===== config.mk =====
export PLATFORM = sky130hd
export DESIGN_NAME = rx_packet_arbiter
export DESIGN_NICKNAME = d
export VERILOG_FILES = /design/src/rtl/rx_packet_arbiter.sv
export SDC_FILE = /design/constraint.sdc
export NUM_CORES = 1
export LEC_CHECK = 0
export BUFFER_PORTS_ARGS = -buffer_cell sky130_fd_sc_hd__clkbuf_2
export CAP_MARGIN = 20
export CORE_UTILIZATION = 57
export CTS_CLUSTER_SIZE = 8
export DETAILED_ROUTE_END_ITERATION = 6
export GPL_TIMING_DRIVEN = 1
export PLACE_DENSITY = 0.79
export SETUP_SLACK_MARGIN = 0.5
export SYNTH_ARGS = -nofsm -noshare
export SYNTH_HDL_FRONTEND = slang
export SYNTH_SLANG_ARGS = --single-unit

===== constraint.sdc =====
create_clock -name clk -period 4.92 [get_ports clk]
set_clock_uncertainty 0.05 [all_clocks]
set_input_delay 0.984 -clock clk [delete_from_list [all_inputs] [get_ports clk]]
set_output_delay 0.984 -clock clk [all_outputs]
set_load 0.01 [all_outputs]

===== src/rtl/rx_packet_arbiter.sv =====
// Round-robin arbiter that merges NUM_SRC packet sources into one source-tagged FIFO.
// The host pops one entry per read_req, and the popped entry appears on packet_in one cycle later.
module rx_packet_arbiter #(
  parameter int unsigned NUM_SRC      = 4,
  parameter int unsigned PACKET_WIDTH = 32,
  parameter int unsigned FIFO_DEPTH   = 8,
  parameter int unsigned SRC_W        = $clog2(NUM_SRC),
  parameter int unsigned CNT_W        = $clog2(FIFO_DEPTH) + 1
) (
  input  logic                              clk,
  input  logic                              rst,
  input  logic [NUM_SRC*PACKET_WIDTH-1:0]   src_packet,
  input  logic [NUM_SRC-1:0]                src_valid,
  output logic [NUM_SRC-1:0]                src_ack,
  input  logic                              read_req,
  output logic [PACKET_WIDTH-1:0]           packet_in,
  output logic [SRC_W-1:0]                  packet_in_src,
  output logic                              packet_in_valid,
  output logic                              fifo_empty,
  output logic                              fifo_full,
  output logic [CNT_W-1:0]                  fifo_count,
  output logic                              underflow_err
);

  localparam int unsigned PTR_W = $clog2(FIFO_DEPTH);

  typedef struct packed {
    logic [SRC_W-1:0]        src;
    logic [PACKET_WIDTH-1:0] data;
  } entry_t;

  logic [SRC_W-1:0] rr_ptr;
  logic [SRC_W-1:0] grant_idx;
  logic [SRC_W-1:0] scan_idx;
  logic             grant_found;
  logic [PTR_W-1:0] wr_ptr;
  logic [PTR_W-1:0] rd_ptr;
  logic [CNT_W-1:0] count;
  logic [CNT_W-1:0] count_nxt;
  logic             pop;
  logic             push;
  logic             can_accept;
  entry_t           wr_entry;
  entry_t           mem [FIFO_DEPTH];

  assign pop        = read_req && (count != '0);
  assign can_accept = (count < CNT_W'(FIFO_DEPTH)) || pop;
  assign push       = rst && can_accept && grant_found;
  assign fifo_count = count;

  // First valid source at or after rr_ptr, wrapping modulo NUM_SRC
  always_comb begin
    grant_found = 1'b0;
    grant_idx   = '0;
    scan_idx    = '0;
    for (int unsigned k = 0; k < NUM_SRC; k++) begin
      scan_idx = rr_ptr + SRC_W'(k);
      if (!grant_found && src_valid[scan_idx]) begin
        grant_found = 1'b1;
        grant_idx   = scan_idx;
      end
    end
  end

  always_comb begin
    src_ack = '0;
    if (push) begin
      src_ack[grant_idx] = 1'b1;
    end
  end

  // Select the granted packet with constant slices and tag it with its source
  always_comb begin
    wr_entry      = '0;
    wr_entry.src  = grant_idx;
    for (int unsigned i = 0; i < NUM_SRC; i++) begin
      if (grant_idx == SRC_W'(i)) begin
        wr_entry.data = src_packet[i*PACKET_WIDTH +: PACKET_WIDTH];
      end
    end
  end

  always_comb begin
    count_nxt = count;
    case ({push, pop})
      2'b10:   count_nxt = count + CNT_W'(1);
      2'b01:   count_nxt = count - CNT_W'(1);
      default: count_nxt = count;
    endcase
  end

  // Storage array has no reset; occupancy is tracked by count and the pointers
  always_ff @(posedge clk) begin
    if (push) begin
      mem[wr_ptr] <= wr_entry;
    end
  end

  always_ff @(posedge clk or negedge rst) begin
    if (!rst) begin
      rr_ptr          <= '0;
      wr_ptr          <= '0;
      rd_ptr          <= '0;
      count           <= '0;
      fifo_empty      <= 1'b1;
      fifo_full       <= 1'b0;
      packet_in       <= '0;
      packet_in_src   <= '0;
      packet_in_valid <= 1'b0;
      underflow_err   <= 1'b0;
    end else begin
      count           <= count_nxt;
      fifo_empty      <= (count_nxt == '0);
      fifo_full       <= (count_nxt == CNT_W'(FIFO_DEPTH));
      packet_in_valid <= pop;
      if (push) begin
        rr_ptr <= grant_idx + SRC_W'(1);
        wr_ptr <= wr_ptr + PTR_W'(1);
      end
      if (pop) begin
        packet_in     <= mem[rd_ptr].data;
        packet_in_src <= mem[rd_ptr].src;
        rd_ptr        <= rd_ptr + PTR_W'(1);
      end
      if (read_req && (count == '0)) begin
        underflow_err <= 1'b1;
      end
    end
  end

endmodule


==> flow_summary_export.csv <==
group,metric,value,unit
run_status,status,"finished clean",
floorplan,start_util,58.83,%
floorplan,dieWidth,155.6,um
clock_tree,root_buffer,"clkbuf_16",
job,cap_violations,0,
setup_path,end_kind,"output port",
place,dp_cells,1288,
place,gp_congestion,0.7694,
yosys,syn_area_per_cell,16.23,sq um
clock_tree,cts_tree,"built",
clock_tree,clock-sinks,322,
timing,max_freq,0.2489,GHz
setup_path,crit_top_cell,"clkbuf_2",
yosys,synth_top_family_by_area,"multiplexers",
global_route,grt_max_degree,71,
place,io_buffers,180,
setup_path,slowest_stage,"ha_2",
layout,fill_cells,1471,
clock_tree,cts_setup_buffers,0,
global_route,grt_usage,26.46,%
setup_path,cp-startpoint,"src_valid[1]",
drt,detail-route-antenna-nets,0,
layout,utilization,70.13,%
clock_tree,cts.path.max_buffers,3,
global_route,antenna_found_initial,0,
pwr,leakage,0.005873,uW
timing,slew_viol_final,0,
global_route,grt_pass1_vias,8009,
setup_path,crit_chain,"clkbuf_2 > o31ai_1 > o22a_1 > ha_2 > and2_2 > clkbuf_2",
drt,drtPass1Iterations,5,
clock_tree,cts_resized,0,
floorplan,io_pins,181,
timing,fin_crit,4.018,ns
layout,drive_gt1_share,32.77,%
floorplan,dieArea,0.02420,sq mm
drt,wl_per_cell,22.44,um
yosys,yosys_warnings,0,
layout,finalInstanceArea,0.01602,sq mm
yosys,synth_compound_area_share,5.586,%
yosys,synthSimpleGateAreaFrac,6.498,%
drt,wl_met3,2354,um
layout,finalNonFillerCells,1372,
drt,drt-met1-wl,12550,um
clock_tree,clkTransAtPathRegs,0.05,ns
yosys,synth_mux_area_share,14.20,%
setup_path,cp.required,3.89,ns
timing,rsz0062_at_grt,"no",
floorplan,fp-row-count,55,
clock_tree,cts.hold.buffers_added,0,
setup_path,crit_path_start_kind,"input pin",
pwr,vdd_drop_max,0.3101,mV
drt,vias_per_cell,5.859,
drt,top_layer,"met4",
place,hpwl,18300,um
yosys,synthFlopType,"edfxtp_1",
timing,fin_tns_setup,0,ns
yosys,synthCells,828,
yosys,synth_xor_area_share,0.4562,%
timing,setup_viol,0,
setup_path,worstSetupPathType,"input pin to output port",
clock_tree,htree_levels,2,
layout,syn2layout_area_growth,19.21,%
drt,drc_errors,0,
yosys,synth.distinct_cells,48,
yosys,ys_seq_area_share,70.09,%
yosys,ys_seq_elements,322,
global_route,overflow,0,
setup_path,cp_max_fo,32,
timing,period_share,81.67,%
drt,routed_wl,30790,um
drt,num_vias,8039,
layout,diodes,0,
timing,hold_viol,0,
timing,relSlewSlack,27.03,%
yosys,async_reset_ff_share,15.53,%
clock_tree,insertion_delay,0.55,ns
clock_tree,numCtsBuffers,46,
drt,met2_length,14990,um
setup_path,crit_path_max_incr_delay,0.71,ns
yosys,synth_edf_count,272,
floorplan,core,0.02285,sq mm
setup_path,arrival,2.98,ns
setup_path,worstReg2RegStart,"rr_ptr[0]",
drt,first_iter_violations,827,
min_path,hold_start,"underflow_err",
yosys,synth_nets,972,
global_route,grt_pass1_wl,46460,um
setup_path,critPathBufInv,2,
setup_path,path_delay_family,"compound AO/OA/AOI/OAI gates",
layout,fin_nets,1167,
timing,worst_pin_slew,1.093,ns
yosys,syn_area,0.01344,sq mm
yosys,synth-adder-area-share,0.8378,%
min_path,worstHoldPathType,"register to register",
floorplan,die_y,155.6,um
pwr,power_density,639.1,mW/mm^2
place,post_dp_cell_area,0.01470,sq mm
## power breakdown
group	leakage (uW)	total (uW)	internal (uW)	switching (uW)
Sequential	0.00310	4300	3940	356
Clock	0.000627	2860	1750	1110
Combinational	0.00215	3090	1290	1800
Total	0.00587	10200	6980	3260
## layout by cell type (no fill, tap or decap), types with 2 or more instances in the layout
master / instances
ha_2: 4
nor3b_4: 2
o21ai_1: 11
xnor2_1: 6
and2_2: 4
nor2_1: 2
nor2_4: 2
inv_6: 2
buf_4: 25
mux4_2: 68
nand2b_1: 2
o21ai_0: 58
clkbuf_1: 34
nor3b_2: 2
clkbuf_2: 180
inv_1: 5
nand3b_1: 32
dfrtp_1: 46
nand2_1: 114
a21oi_1: 68
clkbuf_16: 46
nor3_2: 2
dfrtp_2: 2
ha_1: 5
nor2b_1: 2
mux2i_1: 35
edfxtp_1: 272
## routing by layer
layer,vias to the layer above,track usage [%]
met5,-,0
met4,0,10.60
met3,63,4.778
met2,412,42.71
met1,3974,36.20
li1,3590,-
## synthesized netlist by cell type, types with 5 or more instances
library cell | count | share of area (%)
nand3b_1 | 32 | 1.8
nand2_1 | 114 | 3.2
dfrtp_1 | 49 | 9.1
buf_4 | 7 | 0.39
buf_1 | 6 | 0.17
clkbuf_1 | 30 | 0.84
edfxtp_1 | 272 | 61
o21ai_1 | 11 | 0.41
nor3b_1 | 5 | 0.28
xnor2_1 | 6 | 0.39
buf_2 | 8 | 0.30
a21oi_1 | 68 | 2.5
ha_1 | 9 | 0.84
inv_1 | 5 | 0.14
mux2i_1 | 35 | 2.6
mux4_2 | 68 | 11
o21ai_0 | 58 | 2.2
## flip-flops by register name (all words and copies together) (netlist names), 2 cells and up
signal	flops
rd_ptr	3
fifo_count	4
rr_ptr	2
wr_ptr	3
mem	272
packet_in	32
packet_in_src	2
## cells by family (layout without fill, tap and decap cells)
kind of cell    after synthesis  after routing
fa+ha+maj                     9              9
xor+xnor                      7              7
buf+inv                      63            294
mux                         105            105
simple gates                177            177
compound gates              145            145
flops                       322            322
## through the flow
step / setup WS [ns] / total power (uW) / hold WS, ns
global route: 0.7123 / 10720 / 0.4227
finish: 0.9018 / 10240 / 0.4028
floorplan: 0.3831 / 6440 / 0.4407
detailed placement: 0.7379 / 7426 / 0.3947
global placement: 0.8799 / 7295 / 0.3945
CTS: 0.9052 / 10310 / 0.4062
## layout make-up
cell class | instances | area (sq um) | share of cell area [%]
tap | 313 | 391.6 | 2.444
timing repair buffer | 205 | 1089 | 6.794
clock buffer | 80 | 1279 | 7.981
clock inverter | 4 | 42.54 | 0.2655
multi-input combinational | 443 | 3776 | 23.57
inverter | 5 | 18.77 | 0.1171
sequential | 322 | 9427 | 58.83
## final timing paths
path / to / slack [ns] / depth (start not counted)
setup reg to reg: mem[4][25] / 1.21 / 7
hold reg to reg: underflow_err / 0.40 / 1
setup / recovery: src_ack[2] / 0.90 / 6
hold / removal: underflow_err / 0.40 / 1
min in group asynchronous: packet_in[27] / 0.68 / 2
max in group asynchronous: rd_ptr[0] / 3.48 / 2
(Power assumes the default switching activity.)
